[src/rtl/p_instruction.sv]
// Shared instruction-level types for the shift execution path.
package p_instruction;

  localparam int unsigned SHIFT_AMOUNT_W = 5;

  typedef enum logic [2:0] {
    SHIFT_SHL = 3'd0,
    SHIFT_SHR = 3'd1,
    SHIFT_SAR = 3'd2,
    SHIFT_ROL = 3'd3,
    SHIFT_ROR = 3'd4
  } e_shift_op;

  // Amount field is sized for a 32-bit datapath.
  typedef struct packed {
    e_shift_op                 op;
    logic [SHIFT_AMOUNT_W-1:0] amount;
  } s_shift;

endpackage

[src/rtl/m_shift_step.sv]
// One combinational shift/rotate step of 0..STEP positions, with carry-out.
module m_shift_step
  import p_instruction::*;
#(
  parameter int unsigned WIDTH = 32,
  parameter int unsigned STEP  = 4,
  parameter int unsigned KW    = $clog2(STEP + 1)
) (
  input  e_shift_op        op,
  input  logic [WIDTH-1:0] data,
  input  logic [KW-1:0]    k,
  input  logic             sign,
  output logic [WIDTH-1:0] shifted,
  output logic             carry_out
);

  int unsigned          kn;
  logic [2*WIDTH-1:0]   ext;
  logic [WIDTH-1:0]     lo_out;
  logic [WIDTH-1:0]     hi_out;

  // Shift by k per op; carry is the last bit to leave (the wrapped bit for rotates).
  always_comb begin
    kn        = int'(k);
    ext       = '0;
    // lo_out[0] is the last bit leaving on the right, hi_out[WIDTH-1] on the left.
    lo_out    = data >> (kn - 1);
    hi_out    = data << (kn - 1);
    shifted   = data << k;
    carry_out = (kn != 0) ? hi_out[WIDTH-1] : 1'b0;
    case (op)
      SHIFT_SHR: begin
        shifted   = data >> k;
        carry_out = (kn != 0) ? lo_out[0] : 1'b0;
      end
      SHIFT_SAR: begin
        ext       = {{WIDTH{sign}}, data} >> k;
        shifted   = ext[WIDTH-1:0];
        carry_out = (kn != 0) ? lo_out[0] : 1'b0;
      end
      SHIFT_ROL: begin
        shifted   = (data << k) | (data >> (WIDTH - kn));
        carry_out = (kn != 0) ? hi_out[WIDTH-1] : 1'b0;
      end
      SHIFT_ROR: begin
        shifted   = (data >> k) | (data << (WIDTH - kn));
        carry_out = (kn != 0) ? lo_out[0] : 1'b0;
      end
      default: ;  // SHL and unknown encodings
    endcase
  end

endmodule

[src/rtl/m_shift_unit.sv]
// Multi-cycle shift/rotate unit: accepts one operand, shifts up to STEP bits per
// cycle, then holds the result until the consumer takes it.
module m_shift_unit
  import p_instruction::*;
#(
  parameter int unsigned WIDTH = 32,
  parameter int unsigned STEP  = 4
) (
  input  logic             clk,
  input  logic             rst_n,
  input  logic             flush,
  input  logic             in_valid,
  output logic             in_ready,
  input  s_shift           shift,
  input  logic [WIDTH-1:0] value,
  output logic             out_valid,
  input  logic             out_ready,
  output logic [WIDTH-1:0] result,
  output logic             carry
);

  localparam int unsigned AW = $clog2(WIDTH);
  localparam int unsigned KW = $clog2(STEP + 1);
  localparam logic [AW:0] STEP_L = STEP[AW:0];

  localparam logic [1:0] IDLE = 2'd0;
  localparam logic [1:0] BUSY = 2'd1;
  localparam logic [1:0] DONE = 2'd2;

  if (WIDTH < 8 || (WIDTH & (WIDTH - 1)) != 0) begin : g_bad_width
    $error("m_shift_unit: WIDTH must be a power of two >= 8");
  end
  if (STEP < 1 || STEP > WIDTH || (STEP & (STEP - 1)) != 0) begin : g_bad_step
    $error("m_shift_unit: STEP must be a power of two in 1..WIDTH");
  end

  logic [1:0]       state_q, state_d;
  e_shift_op        op_q, op_d, op_in;
  logic [WIDTH-1:0] data_q, data_d;
  logic             carry_q, carry_d;
  logic [AW-1:0]    rem_q, rem_d, rem_next;
  logic             sign_q, sign_d;
  logic [AW-1:0]    amount;
  logic [AW:0]      k_full;
  logic [KW-1:0]    k;
  logic [WIDTH-1:0] step_data;
  logic             step_carry;

  assign amount = AW'(shift.amount);

  // Unknown op encodings are folded to SHL at capture time.
  always_comb begin
    case (shift.op)
      SHIFT_SHR, SHIFT_SAR, SHIFT_ROL, SHIFT_ROR: op_in = shift.op;
      default:                                    op_in = SHIFT_SHL;
    endcase
  end

  // Step size this cycle: min(rem, STEP).
  always_comb begin
    k_full   = ({1'b0, rem_q} < STEP_L) ? {1'b0, rem_q} : STEP_L;
    k        = KW'(k_full);
    rem_next = rem_q - AW'(k_full);
  end

  m_shift_step #(
    .WIDTH (WIDTH),
    .STEP  (STEP),
    .KW    (KW)
  ) u_step (
    .op        (op_q),
    .data      (data_q),
    .k         (k),
    .sign      (sign_q),
    .shifted   (step_data),
    .carry_out (step_carry)
  );

  // Next-state logic; flush overrides every transition.
  always_comb begin
    state_d = state_q;
    op_d    = op_q;
    data_d  = data_q;
    carry_d = carry_q;
    rem_d   = rem_q;
    sign_d  = sign_q;
    if (flush) begin
      state_d = IDLE;
    end else begin
      case (state_q)
        IDLE: begin
          if (in_valid) begin
            op_d    = op_in;
            data_d  = value;
            rem_d   = amount;
            carry_d = 1'b0;
            sign_d  = value[WIDTH-1];
            state_d = (amount == '0) ? DONE : BUSY;
          end
        end
        BUSY: begin
          data_d  = step_data;
          carry_d = step_carry;
          rem_d   = rem_next;
          if (rem_next == '0) state_d = DONE;
        end
        DONE: begin
          if (out_ready) state_d = IDLE;
        end
        default: state_d = IDLE;
      endcase
    end
  end

  // State and datapath registers.
  always_ff @(posedge clk or negedge rst_n) begin
    if (!rst_n) begin
      state_q <= IDLE;
      op_q    <= SHIFT_SHL;
      data_q  <= '0;
      carry_q <= 1'b0;
      rem_q   <= '0;
      sign_q  <= 1'b0;
    end else begin
      state_q <= state_d;
      op_q    <= op_d;
      data_q  <= data_d;
      carry_q <= carry_d;
      rem_q   <= rem_d;
      sign_q  <= sign_d;
    end
  end

  assign in_ready  = (state_q == IDLE);
  assign out_valid = (state_q == DONE);
  assign result    = data_q;
  assign carry     = carry_q;

endmodule

[config.mk]
export PLATFORM = sky130hd
export DESIGN_NAME = m_shift_unit
export DESIGN_NICKNAME = d
export VERILOG_FILES = /design/src/rtl/p_instruction.sv /design/src/rtl/m_shift_step.sv /design/src/rtl/m_shift_unit.sv
export SDC_FILE = /design/constraint.sdc
export NUM_CORES = 1
export LEC_CHECK = 0
export CAP_MARGIN = 25
export CORE_MARGIN = 4
export CORE_UTILIZATION = 62
export DETAILED_ROUTE_END_ITERATION = 7
export PLACE_DENSITY = 0.88
export SLEW_MARGIN = 20
export SYNTH_ARGS = -nofsm -noshare
export SYNTH_HDL_FRONTEND = slang
export SYNTH_SLANG_ARGS = --single-unit
[constraint.sdc]
create_clock -name clk -period 7.3 [get_ports clk]
set_clock_uncertainty 0.15 [all_clocks]
set_input_delay 0.73 -clock clk [delete_from_list [all_inputs] [get_ports clk]]
set_output_delay 0.73 -clock clk [all_outputs]
set_load 0.01 [all_outputs]
==> impl_metrics.json <==
{
  "vias_per_cell": 8.05,
  "critPathKind": "reg2reg",
  "cts_hold_buf": 0,
  "crit_buf_inv": 2,
  "arrival_ns": 4.50,
  "dieWidth_um": 108,
  "vdd_drop_max_mv": 0.395,
  "crit_family": "adder cells",
  "ant_nets": 0,
  "vias": 7990,
  "hold_viol": 0,
  "yosysMostFrequentCell": "nand2_1",
  "path_max_fanout": 30,
  "clk_pin_slew_ns": 0.09,
  "synth_area_leaders": "dfrtp_1 (18%), mux2i_1 (13%), nand2_1 (7.2%), a21oi_1 (5.1%), mux4_2 (4.7%)",
  "period_needed_ns": 4.48,
  "htreeDepth": 2,
  "crit_slowest_cell": "dfrtp_1",
  "synthArstFlopShare_pct": 100,
  "cp_common_cell": "ha_1",
  "status": "finished with violations",
  "rsz0062_at_grt": "no",
  "post-route-period-util_pct": 61.4,
  "critical_path.cell_chain": "nor4b_4 > inv_2 > ha_1 > ha_1 > buf_4 > nor2_1 > a221o_1 > a221oi_1 > a21oi_1",
  "routedWlPerCell_um": 28.0,
  "cts_setup_buffers": 0,
  "yosys_warnings": 0,
  "yosys.area.top_type": "dfrtp_1",
  "synthDistinctLibCells": 81,
  "violations": "design-rule violations",
  "drv_slew": 0,
  "clock_sinks": 44,
  "crit_path_end_kind": "flip-flop",
  "synth-seq-cells": 44,
  "grt_pass1_vias": 7397,
  "syn_area_um2": 6250,
  "cpPeakStageDelay_ns": 0.86,
  "worstSetupStartpointType": "flip-flop",
  "worst_pin_slew_ns": 1.22,
  "core_um2": 9770,
  "synth_top_cell_area_share_pct": 17.6,
  "clockRootBuffer": "clkbuf_8",
  "synth-edff-count": 0,
  "wl_um": 27900,
  "r2r-start": "rem_q[0]$_DFFE_PN0P_",
  "synth_nets": 903,
  "maxCapViolCount": 0,
  "layout.nets": 910,
  "drt-initial-drc-count": 1657,
  "p_leak_nw": 2.70,
  "relSlewSlack_pct": 18.8,
  "insertedDiodeCount": 0,
  "io_pins": 80,
  "gp_congestion": 1.21,
  "r2r_slack_ns": 2.82,
  "r2r-end": "result[28]$_DFFE_PN0P_",
  "timing.hold.ws_ns": 0.278,
  "grt_first_pass_wirelength_um": 42800,
  "final_layout_size_suffix_gt1_share_pct": 7.33,
  "synthCells": 855,
  "power_density_nw_per_um2": 595,
  "cts_max_path_buffers": 2,
  "dpl.hpwl_um": 18900,
  "reg2regPathDepth": 9,
  "die_y_um": 108,
  "initial_core_util_pct": 63.9,
  "cts_tree": "done",
  "yosysSeqAreaShare_pct": 17.6,
  "cts_buffers": 5,
  "cts.repair.resized": 0,
  "hold_class": "in2async",
  "portBuffers": 79,
  "cp.required_ns": 7.32,
  "clk_latency_ns": 0.31,
  "fmax_mhz": 223,
  "grt_max_degree": 60,
  "finalSetupTns_ns": 0,
  "dieArea_um2": 11700,
  "grt_usage_pct": 47.2,
  "setup_violations": 0,
  "synth_area_per_cell_um2": 7.31,
  "ys_top_cells_by_count": "nand2_1 (120), mux2i_1 (80), clkbuf_1 (69)",
  "antenna_found_initial": 0,
  "area_growth_pct": 12.1,
  "placementRows": 36,
  "grt_overflow": 0,
  "firstDrtPassIters": 8,
  "drcViolationCount": 27,
  "synth_ff_type": "dfrtp_1"
}
==> layout make-up <==
cell class	count	area (µm²)
Clock buffer	5	68.8
Fill cell	840	2770
Inverter	15	56.3
Multi-Input combinational cell	702	4710
Sequential cell	44	1100
Tap cell	133	166
Timing Repair Buffer	94	901
==> where the power goes <==
part	internal, W	leakage (nW)	total (W)	switching, W
registers	0.000350	0.523	0.000747	0.000397
clock network	0.0000622	0.0359	0.000155	0.0000931
logic	0.00123	2.14	0.00327	0.00204
total	0.00164	2.70	0.00417	0.00253
==> layer usage <==
layer	vias up	global-route usage, %	wire (µm)
met5	-	0	0
met1	3612	61.7	9460
li1	3232	-	-
met4	0	22.7	2080
met3	231	15.9	5010
met2	915	69.9	11300
==> registers in the layout, summed over array words and instances, names as in the netlist <==
name / cells
carry: 1
op_q: 3
rem_q: 5
result: 32
sign_q: 1
state_q: 2
==> cells by family after synthesis <==
group	count (synthesis)	synth area share (%)
AO/OA/AOI/OAI	294	30.8
XOR/XNOR	5	0.701
adder cells (fa/ha/maj)	3	0.601
buffers and inverters	109	7.25
flip-flops	44	17.6
multiplexers	113	21.3
other	1	0.0600
AND/OR/NAND/NOR	286	21.6
==> cell usage in the layout, fill, tap and decap left out, types with 5 or more instances in the layout <==
cell type	instances
a211oi_1	15
a21oi_1	64
a221oi_1	7
a22oi_1	12
a2bb2oi_1	7
a311oi_1	5
a31oi_1	19
a32oi_1	5
and3_1	8
buf_4	16
clkbuf_8	5
clkdlybuf4s50_1	78
dfrtp_1	44
inv_1	13
mux2_2	15
mux2i_1	80
mux4_2	13
nand2_1	120
nand3_1	26
nand4_1	7
nor2_1	54
nor2b_1	7
nor3_1	16
o211ai_1	13
o21ai_0	58
o21ai_1	19
o22ai_1	9
or3_1	17
==> metrics by stage <==
step	utilization (%)	instance area [µm²]	instances	total power, W	setup WS, ns
floorplan	-	6250	855	0.00277	3.61
global placement	70.9	6930	988	0.00368	3.25
detailed placement	70.9	6930	988	0.00375	3.16
CTS	71.6	7000	993	0.00392	3.12
global route	71.6	7000	993	0.00430	2.68
finish	71.6	7000	993	0.00417	2.82
==> worst max path at each step <==
stage,startpoint,endpoint,cells after the start
detailed placement,rem_q[2]$_DFFE_PN0P_,result[28]$_DFFE_PN0P_,9
floorplan,rem_q[3]$_DFFE_PN0P_,result[0]$_DFFE_PN0P_,13
CTS,rem_q[2]$_DFFE_PN0P_,result[28]$_DFFE_PN0P_,9
global route,rem_q[2]$_DFFE_PN0P_,result[28]$_DFFE_PN0P_,9
global placement,rem_q[0]$_DFFE_PN0P_,result[28]$_DFFE_PN0P_,9
finish,rem_q[0]$_DFFE_PN0P_,result[28]$_DFFE_PN0P_,9
(Power assumes the default switching activity.)
